[src/rtl/signed_mag_accumulator.sv]
// rtl/signed_mag_accumulator.sv - sign-magnitude accumulator with overflow, saturation and a one-entry result register
module signed_mag_accumulator #(
   parameter int WIDTH    = 8,
   parameter bit SATURATE = 1'b1
) (
   input  logic             i_clk,
   input  logic             i_rst,
   input  logic             i_valid,
   output logic             o_ready,
   input  logic [WIDTH-1:0] i_data,
   input  logic [1:0]       i_op,
   output logic             o_valid,
   input  logic             i_ready,
   output logic [WIDTH-1:0] o_acc,
   output logic             o_zero,
   output logic             o_ovf
);

   localparam int MW = WIDTH - 1;
   localparam logic [1:0] OP_LOAD = 2'b00;
   localparam logic [1:0] OP_ADD  = 2'b01;
   localparam logic [1:0] OP_SUB  = 2'b10;

   logic [WIDTH-1:0] acc_q, acc_d;
   logic             valid_q, valid_d;
   logic             zero_q, zero_d;
   logic             ovf_q, ovf_d;

   logic             accept;
   logic [MW-1:0]    mag_a, mag_b, diff_ab, diff_ba, res_mag;
   logic             sign_a, sign_b, res_sign, res_ovf;
   logic [WIDTH-1:0] sum;

   assign o_ready = !valid_q || i_ready;
   assign accept  = i_valid && o_ready;

   assign mag_a   = acc_q[WIDTH-2:0];
   assign sign_a  = acc_q[WIDTH-1];
   assign mag_b   = i_data[WIDTH-2:0];
   // Subtract is add with the operand sign flipped; a zero operand is always +0.
   assign sign_b  = (mag_b != '0) && (i_data[WIDTH-1] ^ (i_op == OP_SUB));
   assign sum     = {1'b0, mag_a} + {1'b0, mag_b};
   assign diff_ab = mag_a - mag_b;
   assign diff_ba = mag_b - mag_a;

   always_comb begin
      res_mag  = '0;
      res_sign = 1'b0;
      res_ovf  = ovf_q;
      case (i_op)
         OP_LOAD: begin
            res_mag  = mag_b;
            res_sign = i_data[WIDTH-1];
            res_ovf  = 1'b0;
         end
         OP_ADD, OP_SUB: begin
            if (sign_a == sign_b) begin
               res_sign = sign_a;
               if (sum[MW]) begin
                  res_ovf = 1'b1;
                  res_mag = SATURATE ? {MW{1'b1}} : sum[MW-1:0];
               end else begin
                  res_mag = sum[MW-1:0];
               end
            end else if (mag_a >= mag_b) begin
               res_mag  = diff_ab;
               res_sign = sign_a;
            end else begin
               res_mag  = diff_ba;
               res_sign = sign_b;
            end
         end
         default: begin
            res_ovf = 1'b0;
         end
      endcase
      if (res_mag == '0) begin
         res_sign = 1'b0;
      end
   end

   always_comb begin
      acc_d   = acc_q;
      valid_d = valid_q;
      zero_d  = zero_q;
      ovf_d   = ovf_q;
      if (accept) begin
         acc_d   = {res_sign, res_mag};
         zero_d  = (res_mag == '0);
         ovf_d   = res_ovf;
         valid_d = 1'b1;
      end else if (i_ready) begin
         valid_d = 1'b0;
      end
   end

   always_ff @(posedge i_clk) begin
      if (i_rst) begin
         acc_q   <= '0;
         valid_q <= 1'b0;
         zero_q  <= 1'b1;
         ovf_q   <= 1'b0;
      end else begin
         acc_q   <= acc_d;
         valid_q <= valid_d;
         zero_q  <= zero_d;
         ovf_q   <= ovf_d;
      end
   end

   assign o_acc   = acc_q;
   assign o_valid = valid_q;
   assign o_zero  = zero_q;
   assign o_ovf   = ovf_q;

endmodule

[config.mk]
export PLATFORM = sky130hd
export DESIGN_NAME = signed_mag_accumulator
export DESIGN_NICKNAME = d
export VERILOG_FILES = /design/src/rtl/signed_mag_accumulator.sv
export SDC_FILE = /design/constraint.sdc
export NUM_CORES = 1
export LEC_CHECK = 0
export BUFFER_PORTS_ARGS = -buffer_cell sky130_fd_sc_hd__buf_2
export CAP_MARGIN = 0
export CORE_MARGIN = 3
export CORE_UTILIZATION = 35
export CTS_BUF_LIST = sky130_fd_sc_hd__clkbuf_8
export DETAILED_ROUTE_END_ITERATION = 8
export PLACE_DENSITY = 0.54
export REMOVE_ABC_BUFFERS = 1
export SKIP_CTS_REPAIR_TIMING = 1
export SLEW_MARGIN = 15
export SYNTH_ARGS = -nofsm -noshare
export SYNTH_HDL_FRONTEND = slang
export SYNTH_SLANG_ARGS = --single-unit
[constraint.sdc]
create_clock -name i_clk -period 3.1 [get_ports i_clk]
set_input_delay 0 -clock i_clk [delete_from_list [all_inputs] [get_ports i_clk]]
set_output_delay 0 -clock i_clk [all_outputs]
set_load 0.05 [all_outputs]
==> flow_summary_export.csv, run 1 <==
group,metric,value,unit
die,num_io_pins,26,
yosys,synth_edf_count,0,
finish,final_area,0.00192,sq mm
yosys,yosysSeqAreaShare,13.3,%
yosys,netlist_area,0.00165,sq mm
route,wl_met3,161,um
yosys,synth_cells,223,
critical_path,crit_chain,"ha_1 -> nor2b_1 -> a211oi_1 -> nor4_1 -> o311a_1 -> nor3_2 -> a211oi_1 -> and3_1 -> and4_1 -> a211o_1",
grt,gr-usage-all-layers,17.8,%
pwr,leakagePower,0.882,nW
critical_path,crit_top_cell,"a211oi_1",
clock_tree,clockBufferDepth,2,
grt,grt_max_degree,14,
yosys,synthFlopType,"dfxtp_1",
yosys,synthDistinctLibCells,47,
critical_path,worstSetupPathType,"register to register",
finish,multiInputGateArea,0.00132,sq mm
yosys,ys_ff_latch,11,
pwr,p_per_area,372,mW/mm^2
route,drt-total-wl,4650,um
finish,layout-area-overhead-vs-synth,16.0,%
die,fp.dieW,74.7,um
finish,drive_gt1_share,15.8,%
timing,tightest_slew,604,ps
yosys,synthArstFlopShare,0,%
die,die-area,0.00559,sq mm
die,coreArea,0.00444,sq mm
finish,fill_cells,477,
finish,layout_common_cells,"buf_2 (25), ha_1 (24), inv_1 (22), nor2_1 (21), a21oi_1 (18)",
hold_path,holdCritPathClass,"primary input to register",
die,num_rows,24,
critical_path,worst-path-buf-inv,0,
critical_path,end_kind,"register",
place,place_ws,258,ps
place,gp_congestion,0.910,
critical_path,max_stage_delay,410,ps
timing,setup_ws,237,ps
flow_run,cap_violations,0,
critical_path,cp_top_family,"compound AO/OA/AOI/OAI gates",
route,drcViolationCount,0,
route,wl_per_cell,15.2,um
finish,diodes,0,
timing,final-setup-viol-count,0,
yosys,syn_avg_cell_area,7.42,sq um
timing,max_freq,349,MHz
grt,gr-total-overflow,0,
route,top_layer_used,"met4",
timing,hold_ws,8.35,ps
clock_tree,tritoncts,"built",
route,wl_met1,2260,um
route,drt-initial-drc-count,98,
timing,min_period_over_period,92.4,%
timing,hold_violations,0,
timing,slew_headroom,59.4,%
route,viasPerCell,5.48,
timing,tns,0,ps
place,place_inst,301,
critical_path,crit_required,3230,ps
clock_tree,cts_buffers,3,
clock_tree,path_clk_slew,50,ps
timing,fin_skew,3.65,ps
route,drt_pre_antenna_iters,4,
pwr,ir_drop,0.231,mV
finish,layout_commonest_cell,"buf_2",
timing,rsz0062_at_grt,"false",
finish,fin_cells,305,
route,drtAntennaViolNets,0,
clock_tree,clk_latency,240,ps
die,start_util,37.2,%
timing,maxSlewViolCount,0,
critical_path,worstPathArrival,2990,ps
place,dp_hpwl,3840,um
yosys,ys_warn_count,0,
place,io_buffer_count,25,
grt,antenna_found_initial,0,
grt,grt_pass1_vias,1652,
place,placed_area,0.00187,sq mm
finish,regArea,220,sq um
outcome,status,"finished clean",
clock_tree,htreeDepth,1,
critical_path,cp-start-kind,"register",
route,vias,1672,
critical_path,crit_path_top_delay_cell,"dfxtp_1",
clock_tree,cts_sinks,11,
die,die_h,74.7,um
finish,finalNetCount,295,
route,wl_met2,2160,um
timing,finalCriticalPeriod,2860,ps
clock_tree,cts_root_buf,"clkbuf_8",
grt,grt_pass1_wl,7900,um
critical_path,critical_path.max_fanout,6,
==> final timing paths <==
path / depth (start not counted) / slack [ps] / startpoint / to
setup / recovery: 10 / 240 / o_acc[2] / o_zero
hold / removal: 3 / 8 / i_valid / o_valid
setup reg to reg: 10 / 240 / o_acc[2] / o_zero
hold reg to reg: 1 / 470 / o_zero / o_zero
==> worst register-to-register path: cells and delay by family (launching register included) <==
kind | cells | cell delay, ps
compound gates | 4 | 1090
fa+ha+maj | 1 | 330
flops | 1 | 410
simple gates | 5 | 930
==> cell families after synthesis <==
logic type      count (synthesis)  synth area share, %
compound gates                 64                 26.8
xor+xnor                        8                 4.24
fa+ha+maj                      27                 21.8
buf+inv                        28                 6.66
flops                          11                 13.3
mux                             3                 1.82
simple gates                   82                 25.4
==> report_power, final <==
group          switching, W  internal (W)
sequential        0.0000111      0.000153
combinational      0.000250      0.000155
clock             0.0000567     0.0000872
total              0.000317      0.000396
==> Yosys cell counts, types with 3 or more instances <==
cell	instances	share of area [%]
buf_2	4	1.2
nand2b_1	8	3.0
nor2_1	21	4.8
nor2b_1	7	2.6
nor3_1	11	3.3
mux2i_1	3	1.8
a211oi_1	7	3.2
and2_1	7	2.6
inv_1	21	4.8
a31oi_1	4	1.5
nand2_1	14	3.2
dfxtp_1	11	13
ha_1	24	18
fa_1	3	3.6
clkbuf_1	3	0.68
o21bai_1	4	1.8
o211ai_1	5	2.3
xnor2_1	7	3.7
o21ai_0	4	1.2
a21oi_1	18	5.4
==> metrics by stage <==
stage,total power [W],util (%)
finish,0.000713,43.2
global route,0.000771,43.2
CTS,0.000719,43.2
detailed placement,0.000570,42.1
global placement,0.000573,42.1
floorplan,0.000453,-
==> layer usage <==
metal | track usage, % | vias up
li1 | - | 859
met1 | 24.7 | 766
met2 | 29.4 | 40
met3 | 1.74 | 7
met4 | 5.14 | 0
met5 | 0 | -
==> registers in the layout, indices dropped and copies added, names as in the netlist <==
name	flops
o_acc	8
o_ovf	1
o_valid	1
o_zero	1
==> area by class of cell <==
cell class	count	area share [%]
inverters	21	4.11
flip-flops and latches	11	11.5
multi-input cells	184	69.0
clock buffers	3	2.15
well taps	52	3.39
clock inverters	1	0.196
repair buffers	33	9.65
(Power assumes the default switching activity.)
==> inputs of run 2 (changes only) <==
--- a/config.mk
+++ b/config.mk
@@ -9,8 +9,10 @@
 export CAP_MARGIN = 0
 export CORE_MARGIN = 3
 export CORE_UTILIZATION = 35
-export CTS_BUF_LIST = sky130_fd_sc_hd__clkbuf_8
+export CTS_BUF_LIST = sky130_fd_sc_hd__clkbuf_4 sky130_fd_sc_hd__clkbuf_8
+export CTS_CLUSTER_SIZE = 8
 export DETAILED_ROUTE_END_ITERATION = 8
+export GPL_ROUTABILITY_DRIVEN = 0
 export PLACE_DENSITY = 0.54
 export REMOVE_ABC_BUFFERS = 1
 export SKIP_CTS_REPAIR_TIMING = 1
==> run 2 against run 1 <==
  * Cell area grew 0.20%
  * Sequential power about the same
  * Flip-flop and latch count stayed put
  * Power increased by 1.7%
  * Critical path type unchanged
  * Largest cell class unchanged
  * Highest routed layer unchanged
==> flow_summary_export.csv, run 2 (same netlist as run 1, synthesis figures left out) <==
group,metric,value,unit
finish,diodes,0,
timing,rsz0062_at_grt,"false",
clock_tree,cts_sinks,11,
route,vias,1673,
finish,fin_cells,305,
clock_tree,htreeDepth,1,
grt,met2_usage,29.4,%
critical_path,cp-start-kind,"register",
pwr,p_per_area,377,mW/mm^2
timing,final-setup-viol-count,0,
critical_path,worstSetupPathType,"register to register",
grt,gr-total-overflow,0,
clock_tree,path_clk_slew,50,ps
critical_path,worstPathArrival,2990,ps
grt,antenna_found_initial,0,
die,num_io_pins,26,
finish,largest_register_ffs,8,
pwr,leakagePower,0.882,nW
die,coreArea,0.00444,sq mm
critical_path,crit_required,3230,ps
timing,fin_skew,3.62,ps
timing,tns,0,ps
place,place_inst,301,
clock_tree,clk_latency,240,ps
die,die-area,0.00559,sq mm
finish,drive_gt1_share,16.2,%
place,io_buffer_count,25,
critical_path,end_kind,"register",
clock_tree,cts_root_buf,"clkbuf_8",
grt,gr-usage-all-layers,17.8,%
grt,grt_pass1_vias,1655,
outcome,status,"finished clean",
route,drtAntennaViolNets,0,
route,drt_pre_antenna_iters,4,
grt,use_met1,24.7,%
critical_path,worstRegToRegCells,10,
pwr,ir_drop,0.273,mV
timing,hold_ws,8.26,ps
timing,hold_violations,0,
clock_tree,clockBufferDepth,2,
finish,layout_commonest_cell,"buf_2",
finish,regArea,220,sq um
place,dp_hpwl,3840,um
timing,setup_ws,236,ps
clock_tree,tritoncts,"built",
hold_path,min_delay_path_depth,3,
grt,busiest_layer,"met2",
timing,slew_headroom,58.4,%
timing,min_period_over_period,92.4,%
timing,maxSlewViolCount,0,
grt,grtUsageMet3,1.74,%
finish,multiInputGateArea,0.00132,sq mm
die,num_rows,24,
place,placed_area,0.00187,sq mm
die,die_h,74.7,um
finish,layout_common_cells,"buf_2 (25), ha_1 (24), inv_1 (21), nor2_1 (21), a21oi_1 (18)",
route,wl_per_cell,15.2,um
timing,finalCriticalPeriod,2860,ps
critical_path,critical_path.max_fanout,6,
route,drt-total-wl,4650,um
die,fp.dieW,74.7,um
die,start_util,37.2,%
grt,grt_pass1_wl,7900,um
grt,grt_max_degree,14,
route,viasPerCell,5.49,
finish,final_area,0.00192,sq mm
flow_run,cap_violations,0,
timing,max_freq,349,MHz
route,drcViolationCount,0,
place,place_ws,258,ps
hold_path,holdCritPathClass,"primary input to register",
route,drt-initial-drc-count,95,
finish,layout-area-overhead-vs-synth,16.2,%
finish,finalNetCount,295,
clock_tree,cts_buffers,3,
finish,fill_cells,476,
timing,tightest_slew,619,ps
## run 2: path summary, 6_finish.rpt
check	start	endpoint	slack, ps
max	o_acc[2]	o_zero	240
min	i_valid	o_valid	8
max reg2reg	o_acc[2]	o_zero	240
min reg2reg	o_zero	o_zero	470
## run 2: final cells by class
| cell class | instances | share of cell area [%] |
|---|---|---|
| well taps | 52 | 3.39 |
| inverters | 21 | 4.10 |
| multi-input cells | 184 | 68.9 |
| flip-flops and latches | 11 | 11.5 |
| repair buffers | 33 | 9.64 |
| clock buffers | 4 | 2.54 |
## run 2: stage by stage
step                      util (%)  power (W)
after floorplan                  -   0.000453
after global placement        42.1   0.000573
after detailed placement      42.1   0.000570
after CTS                     43.2   0.000731
after global routing          43.2   0.000783
final                         43.2   0.000725
## run 2: worst max-delay path, cell delays in order, from the launching register on
cell and delay (ps):
dfxtp_1 410, ha_1 330, nor2b_1 180, a211oi_1 400
nor4_1 120, o311a_1 350, nor3_2 190, a211oi_1 70
and3_1 220, and4_1 220, a211o_1 260
## run 2: routing by layer
metal	up-vias	share of wire, %
met3	7	3.6
met4	0	1.3
met1	764	49
met5	-	0
met2	43	46
li1	859	-
## run 2: power breakdown
part / internal, W / total, W / switching, W
registers: 0.000153 / 0.000164 / 0.0000112
clock network: 0.0000993 / 0.000156 / 0.0000568
logic: 0.000156 / 0.000405 / 0.000250
total: 0.000408 / 0.000725 / 0.000317
